--- src/rtl/nes_ctrl_reader_pkg.sv ---
// Shared constants and types for the NES controller reader.
// Button masks follow the serial shift order of a standard pad.
package nes_ctrl_pkg;

    localparam logic [7:0] BTN_A      = 8'h01;
    localparam logic [7:0] BTN_B      = 8'h02;
    localparam logic [7:0] BTN_SELECT = 8'h04;
    localparam logic [7:0] BTN_START  = 8'h08;
    localparam logic [7:0] BTN_UP     = 8'h10;
    localparam logic [7:0] BTN_DOWN   = 8'h20;
    localparam logic [7:0] BTN_LEFT   = 8'h40;
    localparam logic [7:0] BTN_RIGHT  = 8'h80;

    typedef enum logic [2:0] {
        ST_IDLE   = 3'd0,
        ST_LATCH  = 3'd1,
        ST_SETTLE = 3'd2,
        ST_CLK_LO = 3'd3,
        ST_CLK_HI = 3'd4,
        ST_DONE   = 3'd5
    } nes_state_e;

    function automatic int max_int(input int a, input int b);
        return (a > b) ? a : b;
    endfunction

endpackage

--- src/rtl/nes_ctrl_reader_if.sv ---
// Host handshake plus controller-port pins of the NES controller reader.
// slave is the reader itself; master is the host/pad side.
interface nes_ctrl_reader_if;
    logic       start;
    logic       ctrl_latch;
    logic       ctrl_clk;
    logic       ctrl_data;
    logic [7:0] btns;
    logic       btns_valid;
    logic       busy;

    modport master (
        output start, ctrl_data,
        input  ctrl_latch, ctrl_clk, btns, btns_valid, busy
    );

    modport slave (
        input  start, ctrl_data,
        output ctrl_latch, ctrl_clk, btns, btns_valid, busy
    );
endinterface

--- src/rtl/nes_ctrl_reader_sync2.sv ---
// Generic two-flop synchronizer with asynchronous active-low reset.
module sync2 (
    input  logic clk,
    input  logic rst,
    input  logic d_i,
    output logic q_o
);
    logic meta_q;
    logic sync_q;

    always_ff @(posedge clk or negedge rst) begin
        if (!rst) begin
            meta_q <= 1'b0;
            sync_q <= 1'b0;
        end else begin
            meta_q <= d_i;
            sync_q <= meta_q;
        end
    end

    assign q_o = sync_q;
endmodule

--- src/rtl/nes_ctrl_reader.sv ---
// NES standard-controller reader: drives latch/clock, shifts in 8 active-low
// bits and presents them active-high with a one-cycle valid pulse.
//
// state  | meaning
// IDLE   | waiting for start or auto-poll tick
// LATCH  | ctrl_latch high for LATCH_CYCLES
// SETTLE | latch released, bit 0 sampled in last cycle
// CLK_LO | ctrl_clk low half-period
// CLK_HI | ctrl_clk high half-period, bit k sampled in last cycle
// DONE   | btns updated, btns_valid pulsed
module nes_ctrl_reader
    import nes_ctrl_pkg::*;
#(
    parameter int LATCH_CYCLES = 12,
    parameter int HALF_CYCLES  = 6,
    parameter int POLL_PERIOD  = 0
) (
    input  logic             clk,
    input  logic             rst,
    nes_ctrl_reader_if.slave bus
);
    localparam int CW = $clog2(max_int(LATCH_CYCLES, HALF_CYCLES) + 1);
    localparam logic [CW-1:0] LATCH_LOAD = CW'(LATCH_CYCLES - 1);
    localparam logic [CW-1:0] HALF_LOAD  = CW'(HALF_CYCLES - 1);

    nes_state_e    state_q;
    logic [CW-1:0] phase_q;
    logic [2:0]    bit_idx_q;
    logic [7:0]    shift_q;
    logic [7:0]    shift_d;
    logic [7:0]    btns_q;
    logic          latch_q;
    logic          clk_q;
    logic          valid_q;
    logic          busy_q;
    logic          data_sync;
    logic          poll_tick;
    logic          trigger;

    sync2 u_sync (
        .clk (clk),
        .rst (rst),
        .d_i (bus.ctrl_data),
        .q_o (data_sync)
    );

    generate
        if (POLL_PERIOD > 0) begin : g_poll
            localparam int PW = $clog2((POLL_PERIOD > 1) ? POLL_PERIOD : 2);
            localparam logic [PW-1:0] POLL_LAST = PW'(POLL_PERIOD - 1);
            logic [PW-1:0] poll_cnt_q;

            always_ff @(posedge clk or negedge rst) begin
                if (!rst) begin
                    poll_cnt_q <= '0;
                end else if (poll_cnt_q == POLL_LAST) begin
                    poll_cnt_q <= '0;
                end else begin
                    poll_cnt_q <= poll_cnt_q + PW'(1);
                end
            end

            assign poll_tick = (poll_cnt_q == POLL_LAST);
        end else begin : g_no_poll
            assign poll_tick = 1'b0;
        end
    endgenerate

    // start and tick OR together, so a coincident pair is one read
    assign trigger = bus.start | poll_tick;

    // Controller data is active-low; store it inverted at the current bit slot
    always_comb begin
        shift_d            = shift_q;
        shift_d[bit_idx_q] = ~data_sync;
    end

    always_ff @(posedge clk or negedge rst) begin
        if (!rst) begin
            state_q   <= ST_IDLE;
            phase_q   <= '0;
            bit_idx_q <= 3'd0;
            shift_q   <= 8'h00;
            btns_q    <= 8'h00;
            latch_q   <= 1'b0;
            clk_q     <= 1'b1;
            valid_q   <= 1'b0;
            busy_q    <= 1'b0;
        end else begin
            valid_q <= 1'b0;
            case (state_q)
                ST_IDLE: begin
                    if (trigger) begin
                        state_q   <= ST_LATCH;
                        latch_q   <= 1'b1;
                        busy_q    <= 1'b1;
                        phase_q   <= LATCH_LOAD;
                        bit_idx_q <= 3'd0;
                    end
                end
                ST_LATCH: begin
                    if (phase_q == '0) begin
                        state_q <= ST_SETTLE;
                        latch_q <= 1'b0;
                        phase_q <= HALF_LOAD;
                    end else begin
                        phase_q <= phase_q - CW'(1);
                    end
                end
                ST_SETTLE: begin
                    if (phase_q == '0) begin
                        shift_q   <= shift_d;
                        bit_idx_q <= 3'd1;
                        state_q   <= ST_CLK_LO;
                        clk_q     <= 1'b0;
                        phase_q   <= HALF_LOAD;
                    end else begin
                        phase_q <= phase_q - CW'(1);
                    end
                end
                ST_CLK_LO: begin
                    if (phase_q == '0) begin
                        state_q <= ST_CLK_HI;
                        clk_q   <= 1'b1;
                        phase_q <= HALF_LOAD;
                    end else begin
                        phase_q <= phase_q - CW'(1);
                    end
                end
                ST_CLK_HI: begin
                    if (phase_q == '0) begin
                        shift_q <= shift_d;
                        if (bit_idx_q == 3'd7) begin
                            // Publish on entry so btns and valid land in DONE
                            state_q <= ST_DONE;
                            btns_q  <= shift_d;
                            valid_q <= 1'b1;
                        end else begin
                            bit_idx_q <= bit_idx_q + 3'd1;
                            state_q   <= ST_CLK_LO;
                            clk_q     <= 1'b0;
                            phase_q   <= HALF_LOAD;
                        end
                    end else begin
                        phase_q <= phase_q - CW'(1);
                    end
                end
                ST_DONE: begin
                    state_q <= ST_IDLE;
                    busy_q  <= 1'b0;
                end
                default: begin
                    state_q <= ST_IDLE;
                    latch_q <= 1'b0;
                    clk_q   <= 1'b1;
                    busy_q  <= 1'b0;
                end
            endcase
        end
    end

    assign bus.ctrl_latch = latch_q;
    assign bus.ctrl_clk   = clk_q;
    assign bus.btns       = btns_q;
    assign bus.btns_valid = valid_q;
    assign bus.busy       = busy_q;
endmodule

--- src/flat_wrapper.sv ---
// flat-port wrapper written by rule: the top's interface ports become plain ports
module nes_ctrl_reader_flat import nes_ctrl_pkg::*;
#(
    parameter int LATCH_CYCLES = 12,
    parameter int HALF_CYCLES  = 6,
    parameter int POLL_PERIOD  = 0
)
  (clk, rst, bus_start, bus_ctrl_data, bus_ctrl_latch, bus_ctrl_clk, bus_btns, bus_btns_valid, bus_busy);
  nes_ctrl_reader_if bus_i ();
  input  logic clk;
  input  logic rst;
  input wire logic [$bits(bus_i.start)-1:0] bus_start;
  input wire logic [$bits(bus_i.ctrl_data)-1:0] bus_ctrl_data;
  output wire logic [$bits(bus_i.ctrl_latch)-1:0] bus_ctrl_latch;
  output wire logic [$bits(bus_i.ctrl_clk)-1:0] bus_ctrl_clk;
  output wire logic [$bits(bus_i.btns)-1:0] bus_btns;
  output wire logic [$bits(bus_i.btns_valid)-1:0] bus_btns_valid;
  output wire logic [$bits(bus_i.busy)-1:0] bus_busy;
  assign bus_i.start = bus_start;
  assign bus_i.ctrl_data = bus_ctrl_data;
  assign bus_ctrl_latch = bus_i.ctrl_latch;
  assign bus_ctrl_clk = bus_i.ctrl_clk;
  assign bus_btns = bus_i.btns;
  assign bus_btns_valid = bus_i.btns_valid;
  assign bus_busy = bus_i.busy;
  nes_ctrl_reader #(.LATCH_CYCLES(LATCH_CYCLES), .HALF_CYCLES(HALF_CYCLES), .POLL_PERIOD(POLL_PERIOD)) u_core (.clk(clk), .rst(rst), .bus(bus_i));
endmodule
--- config.mk ---
export PLATFORM = sky130hd
export DESIGN_NAME = nes_ctrl_reader_flat
export DESIGN_NICKNAME = d
export VERILOG_FILES = /design/src/rtl/nes_ctrl_reader_pkg.sv /design/src/rtl/nes_ctrl_reader_if.sv /design/src/rtl/nes_ctrl_reader_sync2.sv /design/src/rtl/nes_ctrl_reader.sv /design/src/flat_wrapper.sv
export SDC_FILE = /design/constraint.sdc
export NUM_CORES = 1
export LEC_CHECK = 0
export BUFFER_PORTS_ARGS = -buffer_cell sky130_fd_sc_hd__buf_2
export CORE_MARGIN = 4
export CORE_UTILIZATION = 58
export CTS_CLUSTER_DIAMETER = 30
export DETAILED_ROUTE_END_ITERATION = 12
export PLACE_DENSITY = 0.81
export SLEW_MARGIN = 20
export SYNTH_ARGS = -nofsm -noshare
export SYNTH_HDL_FRONTEND = slang
export SYNTH_SLANG_ARGS = --single-unit
--- constraint.sdc ---
create_clock -name clk -period 2.5 [get_ports clk]
set_clock_uncertainty 0.05 [all_clocks]
set_input_delay 0.375 -clock clk [delete_from_list [all_inputs] [get_ports clk]]
set_output_delay 0.375 -clock clk [all_outputs]
set_load 0.05 [all_outputs]
### After elaboration in Yosys (flattened, before gate mapping)

Index checks and enable logic that the tools add are counted.

| word-level totals | value |
|---|---|
| register bits | 32 |
| memories kept | 0 |
| input port bits | 4 |
| bits in read-only memories | 0 |
| bits in latches | 0 |
| memory bits (writable) | 0 |
| logic and storage cells | 81 |
| output and inout port bits | 12 |

| cells by class | value |
|---|---|
| multipliers | 0 |
| add/sub/neg operators | 2 |
| shift operators | 0 |
| reductions and logical operators | 18 |
| bitwise gates (word level) | 4 |
| divide/modulo/power cells | 0 |
| $lt $le $gt $ge | 2 |
| mux-type cells | 31 |
| equality and inequality tests | 13 |

Operator list:

| cell | number |
|---|---|
| 2-to-1 mux 3 bit | 10 |
| 2-to-1 mux 4 bit | 4 |
| one-hot mux 3 bit (5 select lines) | 1 |
| AND reduction 5 bit | 3 |
| one-hot mux 4 bit (3 select lines) | 1 |
| equality test 3 bit, second input constant | 3 |
| 2-to-1 mux 1 bit | 9 |
| one-hot mux 3 bit (3 select lines) | 1 |
| AND reduction 3 bit | 3 |
| bitwise mux 8 bit | 1 |
| != test 2 x 1 -> 1 bit, second input constant | 4 |
| OR reduction 4 bit | 2 |
| equality test 3 x 2 -> 1 bit, second input constant | 2 |
| nonzero test 3 bit | 2 |
| OR reduction 3 bit | 2 |
| zero test 4 bit | 1 |
| < comparator 3 x 4 -> 1 bit, second input constant | 1 |
| != test 2 bit, second input constant | 2 |
| NOT 1 bit | 4 |
| one-hot mux 1 bit (4 select lines) | 1 |
| AND reduction 2 bit | 2 |
| subtractor 4 x 1 -> 4 bit, second input constant | 1 |
| adder 3 x 1 -> 3 bit, second input constant | 1 |
| demux 1 bit (select 3 bit) | 1 |
| other kinds (8) | 8 |

### Longest topological paths before layout

Gate-level depths: netlist of run 1.

| depth | value |
|---|---|
| depth in word-level cells | 5 |
| gate-level depth with buffers | 8 |
| mapped depth without buffers | 6 |

### Modules after synthesis

From an unflattened synthesis of run 1, not the netlist that was laid out.

| second synthesis, totals | value |
|---|---|
| cell total of the unflattened synthesis | 156 |
| area total of the unflattened synthesis | 1624.1 um^2 |

By module, submodules not included:

| module | cells an instance | times used | seq. area each (um^2) | area an instance (um^2) |
|---|---|---|---|---|
| nes_ctrl_reader | 154 | 1 | 752.0 | 1574.0 |
| sync2 | 2 | 1 | 50.0 | 50.0 |

### Least setup slack after synthesis of run 1

Ideal clock, no wire load.

| path | value |
|---|---|
| path type | flip-flop to flip-flop |
| start | register u_core.phase_q[1] |
| end | register u_core.shift_q[6] |
| slack | 0.437 ns |
| data required time | 2.311 ns |
| clock period less this slack | 2.063 ns |
| path buffers | 3 |
| arrival time | 1.874 ns |
| setup time | 0.139 ns |
| stages on the path, launching flop included | 8 |
| cells stage by stage | dfrtp_1 -> or4_1 -> buf_2 -> or3_1 -> buf_2 -> buf_6 -> o21ai_2 -> o31ai_2 |

| on the way | value |
|---|---|
| word-level cells in the longest chain between the ends | 2 |

RTL lines:

| what | RTL line | source |
|---|---|---|
| start: declaration | nes_ctrl_reader.sv:27 | `logic [CW-1:0] phase_q;` |
| start signal: assignment | nes_ctrl_reader.sv:107 | `phase_q <= phase_q - CW'(1);` |
| start signal: assignment | nes_ctrl_reader.sv:118 | `phase_q <= phase_q - CW'(1);` |
| start signal: assignment | nes_ctrl_reader.sv:127 | `phase_q <= phase_q - CW'(1);` |
| zero test 4 bit | nes_ctrl_reader.sv:111, nes_ctrl_reader.sv:131 |  |
| AND reduction 2 bit (no line) | - |  |
| end signal: assignment | nes_ctrl_reader.sv:112 | `shift_q <= shift_d;` |
| end signal: assignment | nes_ctrl_reader.sv:132 | `shift_q <= shift_d;` |
| end: declaration | nes_ctrl_reader.sv:29 | `logic [7:0] shift_q;` |

No other way between the ends.
A chain may end at the register's enable or synchronous reset.

### Worst setup path after layout of run 1

| path | value |
|---|---|
| start | register u_core.phase_q[0] |
| end | register u_core.shift_q[5] |

Same word-level chain as after synthesis.

==> results of run 1 <==
[flip-flops by register name (all words and copies together), names as in the netlist]
name,count
u_core.bus.btns,8
u_core.shift_q,8
u_core.phase_q,4
u_core.bit_idx_q,3
u_core.state_q,3
u_core.bus.btns_valid,1
u_core.bus.busy,1
u_core.bus.ctrl_clk,1
u_core.bus.ctrl_latch,1
u_core.u_sync.meta_q,1
u_core.u_sync.q_o,1
[layer usage]
metal  up-vias  part of all wire [%]
met3         6                   4.3
met4         0                   1.8
met1       631                    45
met2        22                    49
met5         -                     0
li1        665                     -
[final cells by class]
type	count	area share, %
Tap cell	31	2.15
Timing Repair Buffer	21	6.66
Inverter	4	0.832
Clock buffer	8	2.70
Multi-Input combinational cell	125	43.2
Sequential cell	32	44.5
[path summary, 6_finish.rpt]
kind | depth (start not counted) | start | endpoint | slack, ns
setup reg to reg | 4 | u_core.phase_q[0] | u_core.shift_q[5] | 0.24
hold / removal | 1 | rst | u_core.state_q[0] | 0.03
hold reg to reg | 0 | u_core.u_sync.meta_q | u_core.u_sync.q_o | 0.30
setup / recovery | 4 | u_core.phase_q[0] | u_core.shift_q[5] | 0.24
min in group clk | 1 | bus_ctrl_data | u_core.u_sync.meta_q | 0.10
max in group asynchronous | 1 | rst | u_core.bus.ctrl_latch | 1.93
[synth_stat cells, drive strengths merged (2+ instances only)]
library cell / n
a211o: 2
a211oi: 2
a21oi: 12
buf: 5
clkbuf: 11
dfrtp: 31
ha: 2
inv: 4
mux2: 2
nand2: 18
nand2b: 2
nand3: 6
nand3b: 2
nor2: 14
nor2b: 2
nor3: 2
o211ai: 4
o21ai: 23
o22a: 2
o31ai: 6
o32ai: 3
or3: 2
or3b: 3
[worst reg2reg max path: stages (launching register included)]
cell                      delay [ns]
sky130_fd_sc_hd__dfrtp_1        0.46
sky130_fd_sc_hd__or4_1          0.55
sky130_fd_sc_hd__or3_1          0.63
sky130_fd_sc_hd__o31ai_2        0.32
sky130_fd_sc_hd__o41ai_2        0.11
[stage by stage]
| stage | area, sq um | setup WS (ns) | power (mW) |
|---|---|---|---|
| after floorplan | 1670 | 0.437 | 0.544 |
| after global placement | 1760 | 0.353 | 0.558 |
| after detailed placement | 1760 | 0.266 | 0.560 |
| after CTS | 1800 | 0.240 | 0.834 |
| after global routing | 1800 | 0.123 | 0.864 |
| final | 1800 | 0.244 | 0.819 |
[power by group through the flow]
stage               clock [mW]  sequential (mW)  combinational, mW
floorplan                    0            0.533             0.0102
global placement             0            0.536             0.0219
detailed placement           0            0.537             0.0235
CTS                      0.284            0.527             0.0235
global route             0.310            0.527             0.0260
finish                   0.270            0.527             0.0222
[cells by family after synthesis]
logic type	after synthesis	synth area share [%]
multiplexers	3	1.95
XOR/XNOR	2	1.05
AO/OA/AOI/OAI	62	26.0
buffers and inverters	20	5.11
flip-flops	32	48.1
adder cells (fa/ha/maj)	2	1.50
AND/OR/NAND/NOR	56	16.3
==> flow_metrics.env, run 1 <==
export IMPL_status="finished clean"
export IMPL_insertedDiodeCount=0
export IMPL_maxcap_viol_count=0
export IMPL_tns_ns=0
export IMPL_antenna_violating_nets_left=0
export IMPL_met3_usage_pct=6.50
export IMPL_yosys_top_cells_area="sky130_fd_sc_hd__dfrtp_1, sky130_fd_sc_hd__o21ai_0, sky130_fd_sc_hd__nand2_1"
export IMPL_routed_wl_microns=3080
export IMPL_grt_start_max_net_pins=33
export IMPL_detailedPlacementHpwl_microns=2160
export IMPL_fin_crit_sh_pct=90.2
export IMPL_synth_async_reset_ratio_pct=100
export IMPL_fin_crit_ns=2.26
export IMPL_grt_use_total_pct=18.5
export IMPL_synth_seq_area_share_pct=48.1
export IMPL_clock_sinks=32
export IMPL_antenna_found_initial=0
export IMPL_layout_commonest_cell="sky130_fd_sc_hd__dfrtp_1"
export IMPL_critical_path_peak_fanout=15
export IMPL_core_ar_sq_um=2760
export IMPL_fmax_ghz=0.443
export IMPL_post_cts_hold_buffer_count=0
export IMPL_groute_layer_met1_usage_pct=22.9
export IMPL_post_cts_resized=0
export IMPL_unrepaired_setup_endpoints_after_global_routing="no"
export IMPL_post_route_drc_count=0
export IMPL_met2_usage_pct=29.1
export IMPL_hold_class="primary input to asynchronous set/reset pin"
export IMPL_ratio_of_cells_with_drive_above_1_in_the_final_layout_pct=21.1
export IMPL_intPower_mw=0.639
export IMPL_drtIter0Drc=82
export IMPL_area_growth_pct=8.26
export IMPL_multi_input_comb_area_sq_um=779
export IMPL_placed_cell_count=213
export IMPL_crit_arrival_ns=2.40
export IMPL_number_of_endpoints_failing_setup_at_the_final_stage=0
export IMPL_finish_cell_count_without_fillers=221
export IMPL_path_clk_slew_ns=0.09
export IMPL_worst_path_largest_cell_delay_ns=0.63
export IMPL_synth_top_cell_by_area="sky130_fd_sc_hd__dfrtp_1"
export IMPL_seq_area_sq_um=802
export IMPL_crit_chain="or4_1, or3_1, o31ai_2, o41ai_2"
export IMPL_p_switching_mw=0.180
export IMPL_path_delay_family="simple AND/OR/NAND/NOR gates"
export IMPL_drtPass1Iterations=4
export IMPL_worstSetupPathType="register to register"
export IMPL_switching_share_pct=22.0
export IMPL_grt_pass1_wl_microns=5110
export IMPL_tritoncts="built"
export IMPL_startpoint_type="register"
export IMPL_design_portCount=16
export IMPL_post_route_util_pct=65.4
export IMPL_synth_seq_cells=32
export IMPL_maximum_ir_drop_on_the_vdd_rail_mv=0.348
export IMPL_top_usage_layer_grt="met2"
export IMPL_synth_cell_area_sq_um=1670
export IMPL_power_density_over_the_cells_nw_per_um2=454
export IMPL_fillerInstances=234
export IMPL_avgSynthCellArea_sq_um=9.42
export IMPL_first_global_vias=1174
export IMPL_yosys_area_top_type_share_pct=46.5
export IMPL_via_per_inst=5.99
export IMPL_syn_instance_count=177
export IMPL_power_share_sequential_pct=64.3
export IMPL_fp_dieH_microns=61.6
export IMPL_synthesis_nets=183
export IMPL_max_slew_worst_pin_slew_ns=0.688
export IMPL_clk_root_buffer_cell="sky130_fd_sc_hd__clkbuf_4"
export IMPL_worstPathRequired_ns=2.64
export IMPL_post_cts_setup_buffer_count=0
export IMPL_design_die_area_sq_um=3800
export IMPL_timing_critical_path_buf_inv=0
export IMPL_synth_edff_count=0
export IMPL_cts_buffers=5
export IMPL_max_slew_margin_pct=54.1
export IMPL_htreeDepth=2
export IMPL_whs_ns=0.0294
export IMPL_ys_types=46
export IMPL_rows=19
export IMPL_synth_flop_cell="sky130_fd_sc_hd__dfrtp_1"
export IMPL_starting_utilization_of_the_core_area_pct=60.4
export IMPL_vias=1324
export IMPL_cp_end_kind="register"
export IMPL_grt_overflow_total=0
export IMPL_worst_skew_pair_late_latency_ns=0.33
export IMPL_num_nets_final=195
export IMPL_report_final_slew_viol_count=0
export IMPL_finalWeightedCongestion=0.813
export IMPL_p_clk_share_pct=33.0
export IMPL_hold_viol=0
export IMPL_die_width_microns=61.6
export IMPL_cellLeakagePower_nw=0.790
export IMPL_final_cell_mix="sky130_fd_sc_hd__dfrtp_1, sky130_fd_sc_hd__nand2_1, sky130_fd_sc_hd__o21ai_0, sky130_fd_sc_hd__buf_2, sky130_fd_sc_hd__nor2_1"
export IMPL_clk_path_buf_depth=2
export IMPL_power_frac_comb_pct=2.7
export IMPL_synth_warning_count=0
export IMPL_wire_per_inst_microns=14.0
export IMPL_buffer_ports_inserted=15
export IMPL_critical_path_slowest_cell="sky130_fd_sc_hd__or3_1"
No activity file was read; power rests on OpenSTA's default activity.
==> inputs of run 2 (changes only) <==
- CORE_UTILIZATION: 58 -> 57
- PLACE_DENSITY: 0.81 -> 0.8
- SYNTH_HIERARCHICAL: not set -> 1
==> flow_metrics.env, run 2 <==
export IMPL_status="finished clean"
export IMPL_avgSynthCellArea_sq_um=10.4
export IMPL_fin_crit_sh_pct=90.1
export IMPL_r2r_slack_ns=0.25
export IMPL_clk_root_buffer_cell="sky130_fd_sc_hd__clkbuf_4"
export IMPL_place_area_sq_um=1720
export IMPL_final_cell_area_sq_um=1790
export IMPL_report_power_total_mw=1.76
export IMPL_area_growth_pct=10.5
export IMPL_synth_top_cell_by_area="sky130_fd_sc_hd__dfrtp_1"
export IMPL_fmax_ghz=0.444
export IMPL_synth_seq_area_share_pct=49.4
export IMPL_cts_buffers=5
export IMPL_synth_cell_area_sq_um=1620
export IMPL_maximum_ir_drop_on_the_vdd_rail_mv=0.981
export IMPL_timing_reg2reg_worst_path_depth=5
export IMPL_antenna_violating_nets_left=0
export IMPL_post_cts_hold_buffer_count=0
export IMPL_finish_cell_count_without_fillers=204
export IMPL_grt_start_max_net_pins=33
export IMPL_ratio_of_cells_with_drive_above_1_in_the_final_layout_pct=24.3
export IMPL_yosys_top_cells_area="sky130_fd_sc_hd__dfrtp_1, sky130_fd_sc_hd__mux2_2, sky130_fd_sc_hd__o21ai_0"
export IMPL_finalWeightedCongestion=0.729
export IMPL_post_route_util_pct=65.6
export IMPL_synth_warning_count=6
export IMPL_first_global_vias=1204
export IMPL_synth_async_reset_ratio_pct=100
export IMPL_r2r_start="u_core/bit_idx_q[2]"
export IMPL_drtPass1Iterations=4
export IMPL_clock_sinks=32
export IMPL_buffer_ports_inserted=15
export IMPL_hold_viol=0
export IMPL_grt_use_total_pct=20.6
export IMPL_clk_path_buf_depth=2
export IMPL_insertedDiodeCount=0
export IMPL_grt_pass1_wl_microns=5530
export IMPL_via_per_inst=6.07
export IMPL_placed_cell_count=196
export IMPL_synth_edff_count=0
export IMPL_worstSetupPathType="register to register"
export IMPL_rr_endpoint="u_core/bit_idx_q[1]"
export IMPL_design_portCount=16
export IMPL_synth_seq_cells=32
export IMPL_post_route_drc_count=0
export IMPL_max_slew_worst_pin_slew_ns=0.684
export IMPL_report_final_slew_viol_count=0
export IMPL_wire_per_inst_microns=15.6
export IMPL_worstPathRequired_ns=2.65
export IMPL_htreeDepth=2
export IMPL_synth_top_cells_by_count="sky130_fd_sc_hd__dfrtp_1, sky130_fd_sc_hd__nand2_1, sky130_fd_sc_hd__o21ai_0"
export IMPL_ys_types=39
export IMPL_dp_slack_ns=0.281
export IMPL_tritoncts="built"
export IMPL_crit_arrival_ns=2.40
export IMPL_unrepaired_setup_endpoints_after_global_routing="no"
export IMPL_starting_utilization_of_the_core_area_pct=59.4
export IMPL_synthesis_nets=163
export IMPL_final_cell_mix="sky130_fd_sc_hd__dfrtp_1, sky130_fd_sc_hd__nand2_1, sky130_fd_sc_hd__o21ai_0, sky130_fd_sc_hd__buf_2, sky130_fd_sc_hd__mux2_2"
export IMPL_grt_overflow_total=0
export IMPL_worst_skew_pair_late_latency_ns=0.35
export IMPL_cellLeakagePower_nw=0.832
export IMPL_startpoint_type="register"
export IMPL_design_die_area_sq_um=3770
export IMPL_synth_flop_cell="sky130_fd_sc_hd__dfrtp_1"
export IMPL_core_ar_sq_um=2730
export IMPL_tns_ns=0
export IMPL_detailedPlacementHpwl_microns=2230
export IMPL_post_cts_setup_buffer_count=0
export IMPL_num_nets_final=179
export IMPL_max_slew_margin_pct=54.4
export IMPL_critical_path_peak_fanout=12
export IMPL_number_of_endpoints_failing_setup_at_the_final_stage=0
export IMPL_yosysMostFrequentCell="sky130_fd_sc_hd__dfrtp_1"
export IMPL_worst_path_largest_cell_delay_ns=0.53
export IMPL_maxcap_viol_count=0
export IMPL_drtIter0Drc=27
export IMPL_post_cts_resized=0
export IMPL_routed_wl_microns=3190
export IMPL_minimum_setup_slack_in_the_final_design_ns=0.248
export IMPL_cp_end_kind="register"
export IMPL_fp_dieH_microns=61.4
export IMPL_power_density_over_the_cells_nw_per_um2=980
export IMPL_hold_class="primary input to asynchronous set/reset pin"
export IMPL_syn_instance_count=156
export IMPL_layout_commonest_cell="sky130_fd_sc_hd__dfrtp_1"
export IMPL_critical_path_slowest_cell="sky130_fd_sc_hd__dfrtp_1"
export IMPL_vias=1239
export IMPL_die_width_microns=61.4
export IMPL_crit_chain="ha_1, or3b_2, a211oi_4, a21o_1, o221ai_1"
export IMPL_path_clk_slew_ns=0.10
export IMPL_whs_ns=0.0108
export IMPL_rows=19
export IMPL_antenna_found_initial=0
export IMPL_yosys_area_top_type_share_pct=47.8
export IMPL_fin_crit_ns=2.25
run 2: cell count changes after synthesis, moves of 5 or more:
cell	previous run	this run
sky130_fd_sc_hd__nor2_1	14	7
sky130_fd_sc_hd__o21ai_1	5	0
sky130_fd_sc_hd__a21oi_1	12	6
sky130_fd_sc_hd__o31ai_2	5	0
sky130_fd_sc_hd__mux2_2	1	11
run 2: cells by family (layout without fill, tap and decap cells):
logic type	count (synthesis)	count (layout)	share of synthesized area, %
multiplexers	13	13	8.86
AO/OA/AOI/OAI	48	48	21.1
adder cells (fa/ha/maj)	3	3	2.31
buffers and inverters	18	35	4.70
XOR/XNOR	1	1	0.539
AND/OR/NAND/NOR	41	41	13.1
flip-flops	32	32	49.4
run 2: final cells by class:
cell class | count | area [sq um]
fill | 219 | 940
sequential | 32 | 802
timing repair buffer | 18 | 97.6
multi-input combinational | 106 | 746
inverter | 9 | 33.8
clock inverter | 2 | 35.0
tap | 31 | 38.8
clock buffer | 6 | 41.3
run 2: power breakdown:
group / switching, mW / total, mW / internal [mW]
logic: 0.345 / 0.577 / 0.232
clock network: 0.177 / 0.387 / 0.209
registers: 0.168 / 0.795 / 0.626
run 2: how the worst max path moves through the flow:
stage / start / to / cells past startpoint
6_report: u_core/bit_idx_q[2] / u_core/bit_idx_q[1] / 5
5_1_grt: u_core/bit_idx_q[2] / u_core/bit_idx_q[1] / 5
4_1_cts: u_core/bit_idx_q[2] / u_core/bit_idx_q[1] / 5
3_5_place_dp: u_core/phase_q[0] / u_core/shift_q[5] / 3
3_3_place_gp: u_core/bit_idx_q[0] / u_core/bit_idx_q[1] / 6
2_1_floorplan: u_core/bit_idx_q[0] / u_core/bit_idx_q[1] / 6
run 2: metal layers:
metal | GRT usage (%) | vias up | part of all wire [%]
met2 | 32.5 | 36 | 48
met5 | 0 | - | 0
met1 | 26.1 | 596 | 44
met3 | 6.92 | 7 | 5.7
met4 | 8.18 | 0 | 1.7
li1 | - | 600 | -
run 2: critical path: cells and delay by family (launching register included):
kind,cells,cell delay [ns]
AOI/OAI and AO/OA,3,0.71
adders and majority gates,1,0.33
DFF,1,0.53
and+or+nand+nor,1,0.49
